$ cat config.mk
export PLATFORM = sky130hd
export DESIGN_NAME = hello_cpu_0_oci_dct_packer
export DESIGN_NICKNAME = d
export VERILOG_FILES = /design/src/rtl/hello_cpu_0_oci_pkg.sv /design/src/rtl/hello_cpu_0_oci_dct_frame_reg.sv /design/src/rtl/hello_cpu_0_oci_dct_packer.sv
export SDC_FILE = /design/constraint.sdc
export NUM_CORES = 1
export LEC_CHECK = 0
export ABC_AREA = 1
export CAP_MARGIN = 20
export CORE_MARGIN = 2
export CORE_UTILIZATION = 50
export CTS_CLUSTER_DIAMETER = 50
export DETAILED_ROUTE_END_ITERATION = 8
export PLACE_DENSITY = 0.85
export SKIP_LAST_GASP = 1
export SYNTH_ARGS = -nofsm -noshare
export SYNTH_HDL_FRONTEND = slang
export SYNTH_SLANG_ARGS = --single-unit
$ cat constraint.sdc
create_clock -name clk -period 2 [get_ports clk]
set_input_delay 0.4 -clock clk [delete_from_list [all_inputs] [get_ports clk]]
set_output_delay 0.4 -clock clk [all_outputs]
set_load 0.02 [all_outputs]
$ cat src/rtl/hello_cpu_0_oci_pkg.sv
// Shared definitions for the OCI instruction-trace DCT path: code values,
// frame geometry and the packer FSM state type.
package hello_cpu_0_oci_pkg;

  localparam int DCT_SLOTS = 15;
  localparam int DCT_W     = 2 * DCT_SLOTS;

  localparam logic [1:0] DCT_NT  = 2'b01;
  localparam logic [1:0] DCT_TK  = 2'b10;
  localparam logic [1:0] DCT_RSV = 2'b11;

  typedef enum logic {
    FILL,
    STALL
  } dct_state_e;

endpackage

$ cat src/rtl/hello_cpu_0_oci_dct_frame_reg.sv
// Valid/ready holding register for completed DCT frames; a load in the same
// cycle as a consume replaces the old frame without a bubble.
module hello_cpu_0_oci_dct_frame_reg
  import hello_cpu_0_oci_pkg::*;
(
  input  logic             clk,
  input  logic             reset_n,
  input  logic             load,
  input  logic [DCT_W-1:0] load_data,
  input  logic [3:0]       load_count,
  input  logic             frame_ready,
  output logic             out_free,
  output logic             frame_valid,
  output logic [DCT_W-1:0] frame_data,
  output logic [3:0]       frame_count
);

  logic             frame_valid_q, frame_valid_d;
  logic [DCT_W-1:0] frame_data_q, frame_data_d;
  logic [3:0]       frame_count_q, frame_count_d;

  always_comb begin
    frame_valid_d = frame_valid_q;
    frame_data_d  = frame_data_q;
    frame_count_d = frame_count_q;
    if (frame_valid_q && frame_ready) begin
      frame_valid_d = 1'b0;
    end
    if (load) begin
      frame_valid_d = 1'b1;
      frame_data_d  = load_data;
      frame_count_d = load_count;
    end
  end

  always_ff @(posedge clk or negedge reset_n) begin
    if (!reset_n) begin
      frame_valid_q <= 1'b0;
      frame_data_q  <= '0;
      frame_count_q <= '0;
    end else begin
      frame_valid_q <= frame_valid_d;
      frame_data_q  <= frame_data_d;
      frame_count_q <= frame_count_d;
    end
  end

  assign out_free    = !frame_valid_q || frame_ready;
  assign frame_valid = frame_valid_q;
  assign frame_data  = frame_data_q;
  assign frame_count = frame_count_q;

endmodule

$ cat src/rtl/hello_cpu_0_oci_dct_packer.sv
// Packs 2-bit DCT codes into 15-slot trace frames with a valid/ready output.
// Define DCT_DROP_COUNT_EN to build the saturating drop counter.
module hello_cpu_0_oci_dct_packer
  import hello_cpu_0_oci_pkg::*;
#(
  parameter int DROP_W = 8
) (
  input  logic              clk,
  input  logic              reset_n,
  input  logic              trc_on,
  input  logic              dct_valid,
  input  logic [1:0]        dct_code,
  input  logic              flush,
  input  logic              test_ending,
  output logic [DCT_W-1:0]  dct_buffer,
  output logic [3:0]        dct_count,
  output logic              frame_valid,
  input  logic              frame_ready,
  output logic [DCT_W-1:0]  frame_data,
  output logic [3:0]        frame_count,
  output logic              overflow,
  output logic [DROP_W-1:0] drop_count
);

  dct_state_e       state_q, state_d;
  logic [DCT_W-1:0] buf_q, buf_d, buf_next;
  logic [3:0]       count_q, count_d, count_next;
  logic             overflow_q, overflow_d;
  logic             accept, emit, load, out_free;

  assign accept = trc_on && dct_valid && (dct_code != 2'b00);

  always_comb begin
    state_d    = state_q;
    buf_d      = buf_q;
    count_d    = count_q;
    overflow_d = overflow_q;
    buf_next   = buf_q;
    count_next = count_q;
    emit       = 1'b0;
    load       = 1'b0;
    case (state_q)
      FILL: begin
        if (accept) begin
          buf_next   = buf_q | (DCT_W'(dct_code) << {count_q, 1'b0});
          count_next = count_q + 4'd1;
        end
        emit    = (count_next == 4'(DCT_SLOTS)) ||
                  ((flush || test_ending) && (count_next != 4'd0));
        buf_d   = buf_next;
        count_d = count_next;
        if (emit) begin
          if (out_free) begin
            load    = 1'b1;
            buf_d   = '0;
            count_d = 4'd0;
          end else begin
            state_d = STALL;
          end
        end
      end
      STALL: begin
        // Stalled word waits for the output register; new codes are lost.
        if (accept) begin
          overflow_d = 1'b1;
        end
        if (out_free) begin
          load    = 1'b1;
          buf_d   = '0;
          count_d = 4'd0;
          state_d = FILL;
        end
      end
      default: state_d = FILL;
    endcase
  end

  always_ff @(posedge clk or negedge reset_n) begin
    if (!reset_n) begin
      state_q    <= FILL;
      buf_q      <= '0;
      count_q    <= '0;
      overflow_q <= 1'b0;
    end else begin
      state_q    <= state_d;
      buf_q      <= buf_d;
      count_q    <= count_d;
      overflow_q <= overflow_d;
    end
  end

`ifdef DCT_DROP_COUNT_EN
  logic [DROP_W-1:0] drop_count_q, drop_count_d;

  always_comb begin
    drop_count_d = drop_count_q;
    if ((state_q == STALL) && accept && (drop_count_q != '1)) begin
      drop_count_d = drop_count_q + DROP_W'(1);
    end
  end

  always_ff @(posedge clk or negedge reset_n) begin
    if (!reset_n) begin
      drop_count_q <= '0;
    end else begin
      drop_count_q <= drop_count_d;
    end
  end

  assign drop_count = drop_count_q;
`else
  assign drop_count = '0;
`endif

  hello_cpu_0_oci_dct_frame_reg u_frame_reg (
    .clk         (clk),
    .reset_n     (reset_n),
    .load        (load),
    .load_data   (buf_next),
    .load_count  (count_next),
    .frame_ready (frame_ready),
    .out_free    (out_free),
    .frame_valid (frame_valid),
    .frame_data  (frame_data),
    .frame_count (frame_count)
  );

  assign dct_buffer = buf_q;
  assign dct_count  = count_q;
  assign overflow   = overflow_q;

endmodule

After elaboration in Yosys (flattened, before gate mapping)
Cells that the tools add are included.
- flip-flop bits (word level): 71
- input bits: 9
- reductions and logical operators: 12
- add/subtract/negate cells: 1
- bitwise operators: 2
- shift operators: 1
- eq/ne operators: 2
- multiplexer cells: 21
- operators by type and width (operator ; count):
    30-bit 2-to-1 mux ; 5
    30-bit one-hot mux with 2 select lines ; 1
    30-bit bitwise OR ; 1
    2-bit by 5-bit << shifter with 30-bit output ; 1
    4-bit 2-to-1 mux ; 6
    4-bit one-hot mux with 2 select lines ; 1
    1-bit 2-to-1 mux ; 6
    4-bit by 1-bit adder with 4-bit output, second input constant ; 1
    4-bit equality test, second input constant ; 1
    1-bit logical AND ; 4
    1-bit one-hot mux with 2 select lines ; 2
    2-bit nonzero test ; 2
    4-bit nonzero test ; 1
    1-bit logical OR ; 3
    2-bit by 1-bit != test with 1-bit output, second input constant ; 1
    2-bit AND reduction ; 1
    1-bit zero test ; 1
    1-bit NOT ; 1

Logic depth before layout (Yosys ltp)
Gate-level depths: netlist of the first run.
- depth in word-level cells: 10
- gate-level depth with buffers: 14
- depth with buffers taken out: 13

By module
Synthesis of the first run repeated with hierarchy kept, for this count alone.
- cell total of the unflattened synthesis: 518
- area total of the unflattened synthesis: 3824.9 um^2
- modules (own cells, without submodules) (module ; cells each ; area each (um^2) ; instances ; seq. area each (um^2)):
    hello_cpu_0_oci_dct_packer ; 370 ; 2449.8 ; 1 ; 900.9
    hello_cpu_0_oci_dct_frame_reg ; 148 ; 1375.1 ; 1 ; 875.8

Least setup slack after synthesis of the first run
Ideal clock, no wire load.
- kind: register to register
- from: reg count_q[1], in the netlist dct_count[1]
- to: reg count_q[2], in the netlist dct_count[2]
- arrival: 1.635 ns
- path slack: 0.229 ns
- path buffers: 1
- stages on the path, launching flop included: 15
- data required time: 1.864 ns
- period minus slack after synthesis: 1.771 ns
- cell sequence: dfrtp_1 ha_1 inv_1 nand2_1 nand2_1 nand2_1 nand2_1 nand3_1 nand2_1 nand2_2 nand2_1 nand2_1 buf_4 nand2_1 o21ai_0
- cells in the longest elaborated chain, start to end: 8
- elaborated cells between the ends (all ways): 10
- those cells by class: add/sub (1); eq/ne (1); mux (5); reduce/logical (3)
- RTL lines (item ; line ; source):
    start: declaration ; hello_cpu_0_oci_dct_packer.sv:27 ; logic [3:0] count_q, count_d, count_next;
    start signal: assignment ; hello_cpu_0_oci_dct_packer.sv:87 ; count_q <= count_d;
    4-bit by 1-bit adder with 4-bit output ; hello_cpu_0_oci_dct_packer.sv:46 ; count_next = count_q + 4'd1;
    4-bit 2-to-1 mux * ; hello_cpu_0_oci_dct_packer.sv:44 ; if (accept) begin
    4-bit 2-to-1 mux * ; hello_cpu_0_oci_dct_packer.sv:42 ; case (state_q)
    4-bit nonzero test ; hello_cpu_0_oci_dct_packer.sv:49 ; ((flush || test_ending) && (count_next != 4'd0));
    1-bit logical AND ; hello_cpu_0_oci_dct_packer.sv:49 ;
    1-bit logical OR ; hello_cpu_0_oci_dct_packer.sv:48 ; emit = (count_next == 4'(DCT_SLOTS)) ||
    4-bit 2-to-1 mux * ; hello_cpu_0_oci_dct_packer.sv:52 ; if (emit) begin
    4-bit one-hot mux with 2 select lines * ; hello_cpu_0_oci_dct_packer.sv:42 ;
Every way passes the cells marked *; elsewhere a longest branch is shown, timed or not. The select of a mux whose other input is x is not followed.
A chain may end at the register's enable or synchronous reset.

Worst setup path after layout of the first run
- from: reg count_q[3], in the netlist dct_count[3]
- to: out dct_count[3]
- RTL lines (item ; line ; source):
    end: declaration ; hello_cpu_0_oci_dct_packer.sv:16 ; output logic [3:0] dct_count,
No word-level cell between the ends.

==> qor.yml, run 1 <==
run_status: "finished, final reports clean"
slowest_delay_ns: 0.66
synth_compound_area_frac: 0.126
slew_violations: 0
wirelength_um: 9920
cts_hold_buf: 0
powerDensity_nw_per_um2: 1030
max_freq_mhz: 525
die_x_um: 88.9
fin_crit_sh: 0.952
start_util: 0.524
yosys.area_share.simple: 0.276
cts.path.max_buffers: 2
nets: 575
setup_ws_ns: 0.0954
yosysTopAreaCell: "dfrtp_1"
worstSetupPathType: "flip-flop to primary output"
overflow: 0
pre_cts_ws_ns: -0.242
die_height_um: 88.9
vias: 3513
cts_root_buf: "clkbuf_8"
critPathSlowestCell: "clkdlybuf4s50_1"
clkSinkCount: 71
skew_ns: 0.00666
drv_cap: 0
synth_area_leaders: "dfrtp_1, nand2_1, nand3_1"
synthToLayoutAreaGrowth_pct: 33.7
power.total_mw: 4.97
drtPass1Iterations: 5
synthMuxAreaShare: 0
period_needed_ns: 1.90
hold_path_class: "primary input to asynchronous set/reset pin"
synthArstFlopShare: 1.00
rsz0062_at_grt: "no"
cts_max_level: 3
yosys_warnings: 0
grt_pass1_wl_um: 16200
synth-xor-area-share: 0
io_buffers: 78
crit_required_ns: 1.60
grt_pass1_vias: 3391
fin_setup_tns_ns: 0
wl_per_cell_um: 14.9
synth_top_area_frac: 0.493
synthDistinctLibCells: 26
cp_max_fo: 6
viasPerCell: 5.27
timing_hold_violations_final: 0
worst_path_dominant_cell_family: "buffers and inverters"
numCtsBuffers: 9
worstPathCellList: "clkdlybuf4s50_1"
io-pin-count: 87
syn-cell-area_um2: 3600
drcViolationCount: 0
crit_arrival_ns: 1.50
grt_max_degree: 72
diodes: 0
track_usage: 0.269
final_cell_count_no_fill: 666
synthCells: 468
synthAdderAreaFrac: 0.00347
antenna_found_initial: 0
coreArea_um2: 6870
clkSlewWorstSetupHoldPaths_ns: 0.07
place_hpwl_um: 7190
drive_gt1_frac: 0.109
cts_tree: "yes"
synth_top_family_by_area: "simple AND/OR/NAND/NOR gates"
gp_congestion: 0.956
end_kind: "primary output"
power_leakage_nw: 2.27
core.rowCount: 30
dp.cells: 650
n_fill_cell: 566
setup_violations: 0
avgSynthCellArea_um2: 7.69
synth_edf_count: 0
ys_seq_elements: 71
synthFlopType: "dfrtp_1"
cp-start-kind: "flip-flop"
clk-insertion-delay-late_ns: 0.35
dieArea_um2: 7900
ys_seq_area_frac: 0.493
timing.critical_path.buf_inv: 1
ant_nets: 0
drtIter0Drc: 270
ir_drop_v: 0.000543
-- cells in the final DEF, fill, tap and decap left out --
| master | count |
|---|---|
| nand4_1 | 2 |
| nand2_1 | 148 |
| buf_2 | 1 |
| clkinvlp_4 | 1 |
| inv_2 | 5 |
| clkinv_2 | 2 |
| clkbuf_8 | 11 |
| nor2_4 | 1 |
| nor3_1 | 3 |
| o31ai_1 | 6 |
| clkdlybuf4s50_1 | 76 |
| ha_1 | 1 |
| nor2_2 | 2 |
| o21ai_0 | 30 |
| buf_12 | 4 |
| o21bai_1 | 12 |
| nand3_4 | 1 |
| clkbuf_1 | 2 |
| a21oi_1 | 25 |
| nand2_4 | 1 |
| clkinv_1 | 1 |
| dfrtp_1 | 71 |
| dlymetal6s2s_1 | 1 |
| buf_4 | 28 |
| a31oi_1 | 7 |
| nand3_1 | 43 |
| nand2_2 | 5 |
| conb_1 | 8 |
| inv_1 | 42 |
| nor2_1 | 30 |
-- power breakdown --
part           internal, mW  total, mW  switching, mW
registers              1.60       1.72          0.121
clock network         0.515       1.03          0.514
logic                 0.845       2.23           1.38
-- area by class of cell --
class | count | area, µm² | area share
clock buffers | 13 | 159 | 0.0330
clock inverters | 3 | 17.5 | 0.00364
inverters | 48 | 180 | 0.0374
multi-input cells | 325 | 1490 | 0.310
flip-flops and latches | 71 | 1780 | 0.369
well taps | 96 | 120 | 0.0250
repair buffers | 110 | 1070 | 0.222
-- logic make-up (layout without fill, tap and decap cells) --
kind of cell	count (synthesis)	in the layout
and+or+nand+nor	236	236
adders and majority gates	1	1
DFF	71	71
AOI/OAI and AO/OA	80	80
buffers and inverters	79	174
other	1	8
-- per-stage QoR --
| step | hold slack (ns) | utilization | area [µm²] |
|---|---|---|---|
| finish | 0.0542 | 0.701 | 4810 |
| global route | 0.0793 | 0.701 | 4810 |
| CTS | 0.0829 | 0.700 | 4810 |
| detailed placement | 0.455 | 0.674 | 4630 |
| global placement | 0.451 | 0.674 | 4630 |
| floorplan | 0.104 | - | 3630 |
-- registers in the layout, indices dropped and copies added (netlist names) --
signal,flops
overflow,1
state_q,1
dct_count,4
u_frame_reg.frame_data,30
u_frame_reg.frame_valid,1
u_frame_reg.frame_count,4
dct_buffer,30
-- path summary, 6_finish.rpt --
| check | from | to | slack, ns | cells after the start |
|---|---|---|---|---|
| max | dct_count[3]$_DFFE_PN0P_ | dct_count[3] | 0.1 | 1 |
| min | reset_n | u_frame_reg.frame_data[29]$_DFFE_PN0P_ | 0.05 | 2 |
| max reg2reg | dct_count[0]$_DFFE_PN0P_ | u_frame_reg.frame_data[4]$_DFFE_PN0P_ | 0.12 | 14 |
| min reg2reg | u_frame_reg.frame_data[13]$_DFFE_PN0P_ | u_frame_reg.frame_data[13]$_DFFE_PN0P_ | 0.47 | 2 |
| max in group asynchronous | reset_n | overflow$_DFFE_PN0P_ | 1.63 | 2 |
| min in group clk | u_frame_reg.frame_data[13]$_DFFE_PN0P_ | u_frame_reg.frame_data[13]$_DFFE_PN0P_ | 0.47 | 2 |
-- routing by layer --
layer  wire (µm)  track usage  vias up
li1            -            -     1677
met2        4710        0.422      172
met3         730       0.0690       26
met4         244        0.106        0
met1        4230        0.359     1638
met5           0            0        -
-- cell usage after synthesis (2+ instances only) --
cell type	count
nand4_1	2
a31oi_1	7
inv_1	44
buf_2	7
o21bai_1	12
clkbuf_1	11
o31ai_1	6
o21ai_0	30
dfrtp_1	71
inv_2	3
nand3_1	43
nor3_1	3
nor2_1	30
buf_6	3
nor2_2	2
nand2_2	4
buf_4	9
nand2_1	149
a21oi_1	25
-- what timing repair did --
item / CTS / global route
setup buffers: 0 / 0
setup endpoints to repair: 0 / 46
resized for setup: 0 / 4
(Power assumes the default switching activity.)
==> inputs of run 2 (changes only) <==
--- a/config.mk
+++ b/config.mk
@@ -11,6 +11,7 @@
 export CORE_UTILIZATION = 50
 export CTS_CLUSTER_DIAMETER = 50
 export DETAILED_ROUTE_END_ITERATION = 8
+export MAX_ROUTING_LAYER = met4
 export PLACE_DENSITY = 0.85
 export SKIP_LAST_GASP = 1
 export SYNTH_ARGS = -nofsm -noshare
==> qor.yml, run 2 (synthesis results as in run 1) <==
run_status: "finished, final reports clean"
critPathSlowestCell: "clkdlybuf4s50_1"
max_freq_mhz: 518  # -1.4%
final_cell_count_no_fill: 668  # +0.30%
use_met3: 0.0532  # -0.0159
crit_required_ns: 1.60  # about the same
cp_max_fo: 6  # unchanged
layout_common_cells: "nand2_1, clkdlybuf4s50_1, dfrtp_1"
period_needed_ns: 1.93  # +0.0275 ns
drtPass1Iterations: 6  # +1
clkSinkCount: 71  # unchanged
power.total_mw: 5.16  # +3.9%
wl_per_cell_um: 15.9  # +7.0%
worstSetupPathType: "flip-flop to primary output"
nets: 577  # +0.35%
internal_power_mw: 3.03  # +2.5%
layout_commonest_cell: "nand2_1"
slew_violations: 0  # unchanged
overflow: 0  # unchanged
ant_nets: 0  # unchanged
power_frac_seq: 0.332  # -0.013
fin_crit_sh: 0.966  # +0.0137
dieArea_um2: 7900  # unchanged
powerDensity_nw_per_um2: 1060  # +2.7%
setup_violations: 0  # unchanged
timing.critical_path.buf_inv: 1  # unchanged
crit_arrival_ns: 1.53  # +0.03 ns
antenna_found_initial: 0  # unchanged
coreArea_um2: 6870  # unchanged
gp_congestion: 0.965  # +0.97%
crit_cells: 1  # unchanged
place_hpwl_um: 7450  # +3.7%
cp-start-kind: "flip-flop"
cts_max_level: 3  # unchanged
clkPwrFrac: 0.188  # -0.019
io-pin-count: 87  # unchanged
synthToLayoutAreaGrowth_pct: 35.2
wirelength_um: 10700  # +7.4%
power_leakage_nw: 2.29  # +1.2%
cts_root_buf: "clkbuf_8"
ir_drop_v: 0.000584  # +7.7%
viasPerCell: 5.37  # +1.8%
timing_hold_violations_final: 0  # unchanged
cts_tree: "yes"
clk-insertion-delay-late_ns: 0.35  # about the same
diodes: 0  # unchanged
core.rowCount: 30  # unchanged
grtUsageMet1: 0.380  # +0.0214
drive_gt1_frac: 0.115  # +0.00661
numCtsBuffers: 9  # unchanged
p_sw_mw: 2.14  # +6.0%
drtIter0Drc: 251  # -7.0%
end_kind: "primary output"
reg2reg_slack_ns: 0.16  # +0.04 ns
rr_worst_depth: 14  # unchanged
die_x_um: 88.9  # unchanged
r2r-end: "u_frame_reg.frame_data[5]$_DFFE_PN0P_"
hold_path_class: "primary input to asynchronous set/reset pin"
use_met2: 0.452  # +0.0299
slowest_delay_ns: 0.67  # about the same
start_util: 0.524  # unchanged
die_height_um: 88.9  # unchanged
io_buffers: 78  # unchanged
power_frac_comb: 0.480  # +0.032
worst_path_dominant_cell_family: "buffers and inverters"
clkSlewWorstSetupHoldPaths_ns: 0.08  # about the same
grt_max_degree: 72  # unchanged
worstPathCellList: "clkdlybuf4s50_1"
top_usage_layer: "met2"
sw_frac_of_total: 0.414  # +0.00816
drv_cap: 0  # unchanged
cts.path.max_buffers: 2  # unchanged
track_usage: 0.288  # +0.0194
drcViolationCount: 0  # unchanged
grt_pass1_wl_um: 16800  # +4.1%
cts_hold_buf: 0  # unchanged
n_fill_cell: 545  # -3.7%
grt_pass1_vias: 3427  # +1.1%
vias: 3586  # +2.1%
area.sequential_um2: 1780  # about the same
dp.cells: 650  # unchanged
rsz0062_at_grt: "no"
skew_ns: 0.0110  # +0.00432 ns
reg2reg_from: "dct_count[0]$_DFFE_PN0P_"
multi_input_area_um2: 1510  # +1.4%
[run 2: layout make-up]
type                            count  area share
Tap cell                           96      0.0247
Multi-Input combinational cell    325       0.311
Sequential cell                    71       0.365
Clock buffer                       12      0.0277
Timing Repair Buffer              112       0.230
Clock inverter                      4     0.00462
Inverter                           48      0.0370
[run 2: power groups by stage]
stage          clock network (mW)  registers, mW  logic (mW)
5_1_grt                      1.05           1.73        2.66
4_1_cts                     0.973           1.71        2.24
6_report                    0.970           1.71        2.48
3_5_place_dp                    0           1.74        2.23
2_1_floorplan                   0           1.93        1.09
3_3_place_gp                    0           1.73        2.16
[run 2: repair_timing]
| item | CTS | global route |
|---|---|---|
| buffers inserted | 0 | 0 |
| endpoints found under the setup margin | 0 | 62 |
| resized for setup | 0 | 10 |
[run 2: worst max-delay path by stage]
| stage | from | endpoint | slack (ns) |
|---|---|---|---|
| detailed placement | trc_on | u_frame_reg.frame_data[25]$_DFFE_PN0P_ | -0.24 |
| finish | dct_count[3]$_DFFE_PN0P_ | dct_count[3] | 0.07 |
| floorplan | dct_count[1]$_DFFE_PN0P_ | dct_count[2]$_DFFE_PN0P_ | 0.23 |
| CTS | dct_count[3]$_DFFE_PN0P_ | dct_count[3] | 0.08 |
| global route | dct_valid | u_frame_reg.frame_data[3]$_DFFE_PN0P_ | 0.003 |
| global placement | trc_on | u_frame_reg.frame_valid$_DFFE_PN0P_ | -0.17 |
[run 2: metal layers]
| metal | vias to the layer above | wire length (µm) |
|---|---|---|
| met3 | 29 | 891 |
| li1 | 1678 | - |
| met1 | 1686 | 4270 |
| met2 | 193 | 5240 |
| met4 | 0 | 255 |
| met5 | - | 0 |
[run 2: stage by stage]
step            util  hold WS, ns  TNS, ns  instance area (µm²)  setup WS (ns)
2_1_floorplan      -        0.104        0                 3630          0.229
6_report       0.709       0.0473        0                 4870         0.0679
3_5_place_dp   0.674        0.458   -14.19                 4630         -0.240
5_1_grt        0.709       0.0973        0                 4870        0.00301
3_3_place_gp   0.674        0.450    -9.76                 4630         -0.168
4_1_cts        0.697       0.0866        0                 4790         0.0799
